### config.mk
export PLATFORM = sky130hd
export DESIGN_NAME = pipe_stall_ctrl
export DESIGN_NICKNAME = d
export VERILOG_FILES = /design/src/rtl/pipe_stall_ctrl_pkg.sv /design/src/rtl/pipe_stall_perf.sv /design/src/rtl/pipe_stall_ctrl.sv
export SDC_FILE = /design/constraint.sdc
export NUM_CORES = 1
export LEC_CHECK = 0
export ABC_AREA = 1
export CAP_MARGIN = 5
export CORE_MARGIN = 5
export CORE_UTILIZATION = 30
export DETAILED_ROUTE_END_ITERATION = 8
export MAX_ROUTING_LAYER = met4
export PLACE_DENSITY = 0.51
export SLEW_MARGIN = 20
export SYNTH_ARGS = -nofsm -noshare
export SYNTH_HDL_FRONTEND = slang
export SYNTH_SLANG_ARGS = --single-unit
### constraint.sdc
create_clock -name clk_i -period 1.6 [get_ports clk_i]
set_clock_uncertainty 0.2 [all_clocks]
set_input_delay 0.32 -clock clk_i [delete_from_list [all_inputs] [get_ports clk_i]]
set_output_delay 0.32 -clock clk_i [all_outputs]
set_load 0.02 [all_outputs]
### src/rtl/pipe_stall_ctrl_pkg.sv
// rtl/pipe_stall_ctrl_pkg.sv - shared state, control bundle and helpers for pipe_stall_ctrl
package pipe_stall_ctrl_pkg;

  typedef enum logic [1:0] {
    ST_IDLE     = 2'd0,
    ST_RUN      = 2'd1,
    ST_MEM_WAIT = 2'd2,
    ST_ERROR    = 2'd3
  } state_t;

  typedef struct packed {
    logic pc_we;
    logic ifid_we;
    logic ifid_flush;
    logic idex_bubble;
    logic back_en;
  } ctrl_t;

  localparam ctrl_t CTRL_IDLE = '0;

  // Unfrozen-cycle controls; load-use beats branch because the branch operand is stale.
  function automatic ctrl_t run_ctrl(input logic hazard, input logic branch);
    ctrl_t c;
    c = CTRL_IDLE;
    if (hazard) begin
      c.idex_bubble = 1'b1;
      c.back_en     = 1'b1;
    end else begin
      c.pc_we      = 1'b1;
      c.ifid_we    = 1'b1;
      c.ifid_flush = branch;
      c.back_en    = 1'b1;
    end
    return c;
  endfunction

endpackage

### src/rtl/pipe_stall_perf.sv
// rtl/pipe_stall_perf.sv - wrapping counters for bubbles, flushes and frozen cycles
module pipe_stall_perf
  import pipe_stall_ctrl_pkg::*;
#(
  parameter int CNT_W = 32
) (
  input  logic             clk_i,
  input  logic             rst_i,
  input  logic             active_i,
  input  logic             bubble_i,
  input  logic             flush_i,
  input  logic             frozen_i,
  output logic [CNT_W-1:0] stall_cnt_o,
  output logic [CNT_W-1:0] flush_cnt_o,
  output logic [CNT_W-1:0] memwait_cnt_o
);

  always_ff @(posedge clk_i or negedge rst_i) begin
    if (!rst_i) begin
      stall_cnt_o   <= '0;
      flush_cnt_o   <= '0;
      memwait_cnt_o <= '0;
    end else if (active_i) begin
      if (bubble_i) stall_cnt_o   <= stall_cnt_o + 1'b1;
      if (flush_i)  flush_cnt_o   <= flush_cnt_o + 1'b1;
      if (frozen_i) memwait_cnt_o <= memwait_cnt_o + 1'b1;
    end
  end

endmodule

### src/rtl/pipe_stall_ctrl.sv
// rtl/pipe_stall_ctrl.sv - pipeline stall/flush sequencer; PIPE_STALL_PERF_EN adds perf counters
module pipe_stall_ctrl
  import pipe_stall_ctrl_pkg::*;
#(
  parameter int MEM_TIMEOUT = 64,
  parameter int WAIT_W      = 8,
  parameter int CNT_W       = 32
) (
  input  logic             clk_i,
  input  logic             rst_i,
  input  logic             start_i,
  input  logic             hazard_stall_i,
  input  logic             branch_taken_i,
  input  logic             dmem_req_i,
  input  logic             dmem_ack_i,
  output logic             pc_we_o,
  output logic             ifid_we_o,
  output logic             ifid_flush_o,
  output logic             idex_bubble_o,
  output logic             back_en_o,
  output logic             busy_o,
`ifdef PIPE_STALL_PERF_EN
  output logic [CNT_W-1:0] stall_cnt_o,
  output logic [CNT_W-1:0] flush_cnt_o,
  output logic [CNT_W-1:0] memwait_cnt_o,
`endif
  output logic             err_o
);

  localparam logic [WAIT_W-1:0] TIMEOUT_CNT = WAIT_W'(MEM_TIMEOUT);
  localparam logic [WAIT_W-1:0] WAIT_MAX    = '1;

  state_t            state, state_d;
  logic [WAIT_W-1:0] wait_cnt, wait_d;
  ctrl_t             ctrl;
  logic              mem_stall;
  logic              active;

  assign mem_stall = dmem_req_i & ~dmem_ack_i;
  assign active    = (state == ST_RUN) || (state == ST_MEM_WAIT);

  always_comb begin
    state_d = state;
    wait_d  = wait_cnt;
    ctrl    = CTRL_IDLE;
    case (state)
      ST_IDLE: begin
        if (start_i) state_d = ST_RUN;
      end
      ST_RUN: begin
        if (mem_stall) begin
          state_d = ST_MEM_WAIT;
          wait_d  = WAIT_W'(1);
        end else begin
          ctrl = run_ctrl(hazard_stall_i, branch_taken_i);
        end
      end
      ST_MEM_WAIT: begin
        if (mem_stall) begin
          if (wait_cnt == TIMEOUT_CNT) state_d = ST_ERROR;
          else if (wait_cnt != WAIT_MAX) wait_d = wait_cnt + 1'b1;
        end else begin
          // The release cycle is already unfrozen and follows RUN rules.
          state_d = ST_RUN;
          wait_d  = '0;
          ctrl    = run_ctrl(hazard_stall_i, branch_taken_i);
        end
      end
      ST_ERROR: begin
        state_d = ST_ERROR;
      end
      default: begin
        state_d = ST_IDLE;
        wait_d  = '0;
      end
    endcase
  end

  always_ff @(posedge clk_i or negedge rst_i) begin
    if (!rst_i) begin
      state    <= ST_IDLE;
      wait_cnt <= '0;
      busy_o   <= 1'b0;
      err_o    <= 1'b0;
    end else begin
      state    <= state_d;
      wait_cnt <= wait_d;
      busy_o   <= (state_d == ST_RUN) || (state_d == ST_MEM_WAIT);
      err_o    <= (state_d == ST_ERROR);
    end
  end

  assign pc_we_o       = ctrl.pc_we;
  assign ifid_we_o     = ctrl.ifid_we;
  assign ifid_flush_o  = ctrl.ifid_flush;
  assign idex_bubble_o = ctrl.idex_bubble;
  assign back_en_o     = ctrl.back_en;

`ifdef PIPE_STALL_PERF_EN
  pipe_stall_perf #(
    .CNT_W(CNT_W)
  ) u_perf (
    .clk_i        (clk_i),
    .rst_i        (rst_i),
    .active_i     (active),
    .bubble_i     (ctrl.idex_bubble),
    .flush_i      (ctrl.ifid_flush),
    .frozen_i     (active & mem_stall),
    .stall_cnt_o  (stall_cnt_o),
    .flush_cnt_o  (flush_cnt_o),
    .memwait_cnt_o(memwait_cnt_o)
  );
`else
  logic unused_active;
  assign unused_active = active;
`endif

endmodule

==> impl_metrics.ini <==
[outcome]
status = finished, violations left
violations = negative setup slack

[yosys]
syn_inst = 127
syn_avg_cell_area_um2 = 6.82
syn_area_um2 = 866
yosys_register_bits = 12
synth_top_area_frac = 0.347
synth_edf_count = 0
yosysMostFrequentCell = nand2_1
synth_common_cells = nand2_1 (45), inv_1 (17), nor2_1 (16)
yosys_warnings = 0
ys_async_sr_fraction = 1.00
seq_area_frac_synth = 0.347
synth_fp_nets = 141
synth-main-ff-cell = dfrtp_1
synth_top_area_cell = dfrtp_1
synth_area_leaders = dfrtp_1 (35%), nand2_1 (20%), ha_1 (10%)
post_synth_num_cell_types = 20

[power]
leakage_nw = 0.724
ir_worst_vdd_mv = 1.33
clkPwrFrac = 0.107
pwr-share-comb = 0.721
p_sw_mw = 1.04
power_density_nw_per_um2 = 1570
p_seq_frac = 0.172
swShare = 0.443
intPower_mw = 1.31

[worst_setup_path]
r2r_end = busy_o
r2r-start = wait_cnt[0]
critPathCaptureType = primary output
rrSetupSlack_ns = -0.18
crit_type = reg -> out
r2r.worst_path.cells = 8
cp-start-kind = flip-flop
required_ns = 1.08
cp_data_arrival_time_ns = 1.43
crit_fanout = 2

[floorplanning]
coreArea_um2 = 2760
die_h_um = 63.7
dieArea_um2 = 4060
ioPinCount = 14
fp-row-count = 19
die_x_um = 63.7
initial_core_util = 0.314

[timing]
max_freq_mhz = 513
tightest_slew_ns = 0.294
drv_slew = 0
hold_viol = 0
setup_violations = 15
min_period_over_period = 1.22
rsz0062_at_grt = true
post-route-min-period_ns = 1.95
fin_tns_setup_ns = -2.75
worst_slack_ns = -0.351
max_slew_margin = 0.802

[global_routing]
grt_pass1_vias = 924
grtUsageMet3 = 0.0426
grt_first_pass_wirelength_um = 4120
antenna_found_initial = 0
grt_max_degree = 13
met1_usage = 0.154
grt_busiest_layer = met2
gr-usage-all-layers = 0.130
met2_usage = 0.212
grt_overflow_total = 0

[clocking]
root_buffer = clkbuf_4
clk_pin_slew_ns = 0.09
cts_buffers = 3
clock_latency_ns = 0.28
clock-sinks = 12
cts_tree = built
htreeDepth = 1
ctsHoldBuffers = 0
clk_path_buf_depth = 2

[placement]
dp_hpwl_um = 1820
placement.io_buffers = 13
dp_cells = 196
gp_congestion = 0.805

[routing]
drc = 0
via_count = 958
routed_via_density = 4.67
routed_wl_um = 2550
wl_per_cell_um = 12.4
drtAntennaViolNets = 0
first_pass_iters = 4
first_iter_violations = 32

[cells_and_area]
drive_gt1_frac = 0.443
antenna_cells = 0
syn_to_final_growth_pct = 73.3
stdcell_count = 205
nets = 189

[hold_path]
hp-class = in -> async

[flow_run]
maxCapViolCount = 0
## flip-flops by register name, indices dropped and copies added, names as in the netlist
register / flops
err_o: 1
busy_o: 1
state: 2
wait_cnt: 8
## critical path, cell delays in order, from the launching register on
cell and delay, ns:
dfrtp_1 0.37, inv_2 0.06, ha_4 0.26, inv_2 0.04, buf_4 0.14, nor2_1 0.12
buf_4 0.17
## timing repair
action / CTS / global route
setup endpoints to repair: 18 / 15
gates resized for setup: 57 / 21
pin swaps: 13 / 17
setup buffers: 1 / 6
hold endpoints to repair: 0 / 0
## metal layers
| metal | share of wire | vias to the layer above |
|---|---|---|
| li1 | - | 490 |
| met1 | 0.41 | 445 |
| met2 | 0.53 | 17 |
| met3 | 0.033 | 6 |
| met4 | 0.019 | 0 |
| met5 | 0 | - |
## placed cells by master (no fill, tap or decap), drive strengths merged
cell type | Yosys | routed
ha | 7 | 7
dlymetal6s2s | 0 | 1
dlygate4sd2 | 0 | 3
o21bai | 1 | 1
nand3 | 11 | 11
or2 | 1 | 1
xor2 | 1 | 1
nand2 | 45 | 45
and2 | 1 | 1
buf | 1 | 36
inv | 17 | 17
dfrtp | 12 | 12
o2111ai | 1 | 1
nor3b | 1 | 1
a21oi | 3 | 3
clkbuf | 0 | 4
nand4 | 1 | 1
nor2 | 18 | 18
nor3 | 3 | 3
o21ai | 3 | 3
clkdlybuf4s50 | 0 | 4
## power by group through the flow
| stage | Sequential (mW) | Combinational (mW) | Clock [mW] |
|---|---|---|---|
| floorplan | 0.464 | 0.630 | 0 |
| global placement | 0.408 | 1.24 | 0 |
| detailed placement | 0.409 | 1.25 | 0 |
| CTS | 0.406 | 1.40 | 0.266 |
| global route | 0.413 | 1.85 | 0.277 |
| finish | 0.405 | 1.69 | 0.251 |
## cell families (layout without fill, tap and decap cells)
family | count (synthesis) | count (layout) | share of synthesized area
AOI/OAI and AO/OA | 8 | 8 | 0.0578
DFF | 12 | 12 | 0.347
and+or+nand+nor | 81 | 81 | 0.402
xor gates and xnor gates | 1 | 1 | 0.0101
adders and majority gates | 7 | 7 | 0.101
buffers and inverters | 18 | 65 | 0.0824
## worst max path at each step
stage / start / slack (ns) / end
CTS: state[1] / -0.35 / ifid_flush_o
finish: state[1] / -0.35 / back_en_o
global route: state[1] / -0.42 / back_en_o
floorplan: state[1] / -0.24 / ifid_flush_o
global placement: dmem_req_i / -0.72 / ifid_flush_o
detailed placement: dmem_req_i / -0.79 / ifid_flush_o
## area by class of cell
class / instances / area [um^2]
clock buffers: 4 / 36.3
multi-input cells: 97 / 686
repair buffers: 44 / 375
flip-flops and latches: 12 / 300
fillers: 265 / 1260
inverters: 17 / 63.8
well taps: 31 / 38.8
## stage by stage
| step | setup slack [ns] | area, um^2 | total power [mW] | hold slack (ns) | utilization |
|---|---|---|---|---|---|
| 3_5_place_dp | -0.794 | 1240 | 1.66 | 0.299 | 0.450 |
| 2_1_floorplan | -0.239 | 885 | 1.09 | -0.176 | - |
| 5_1_grt | -0.421 | 1500 | 2.54 | 0.147 | 0.544 |
| 4_1_cts | -0.353 | 1360 | 2.07 | 0.138 | 0.494 |
| 6_report | -0.351 | 1500 | 2.35 | 0.138 | 0.544 |
| 3_3_place_gp | -0.720 | 1240 | 1.64 | 0.298 | 0.450 |
(Power assumes the default switching activity.)
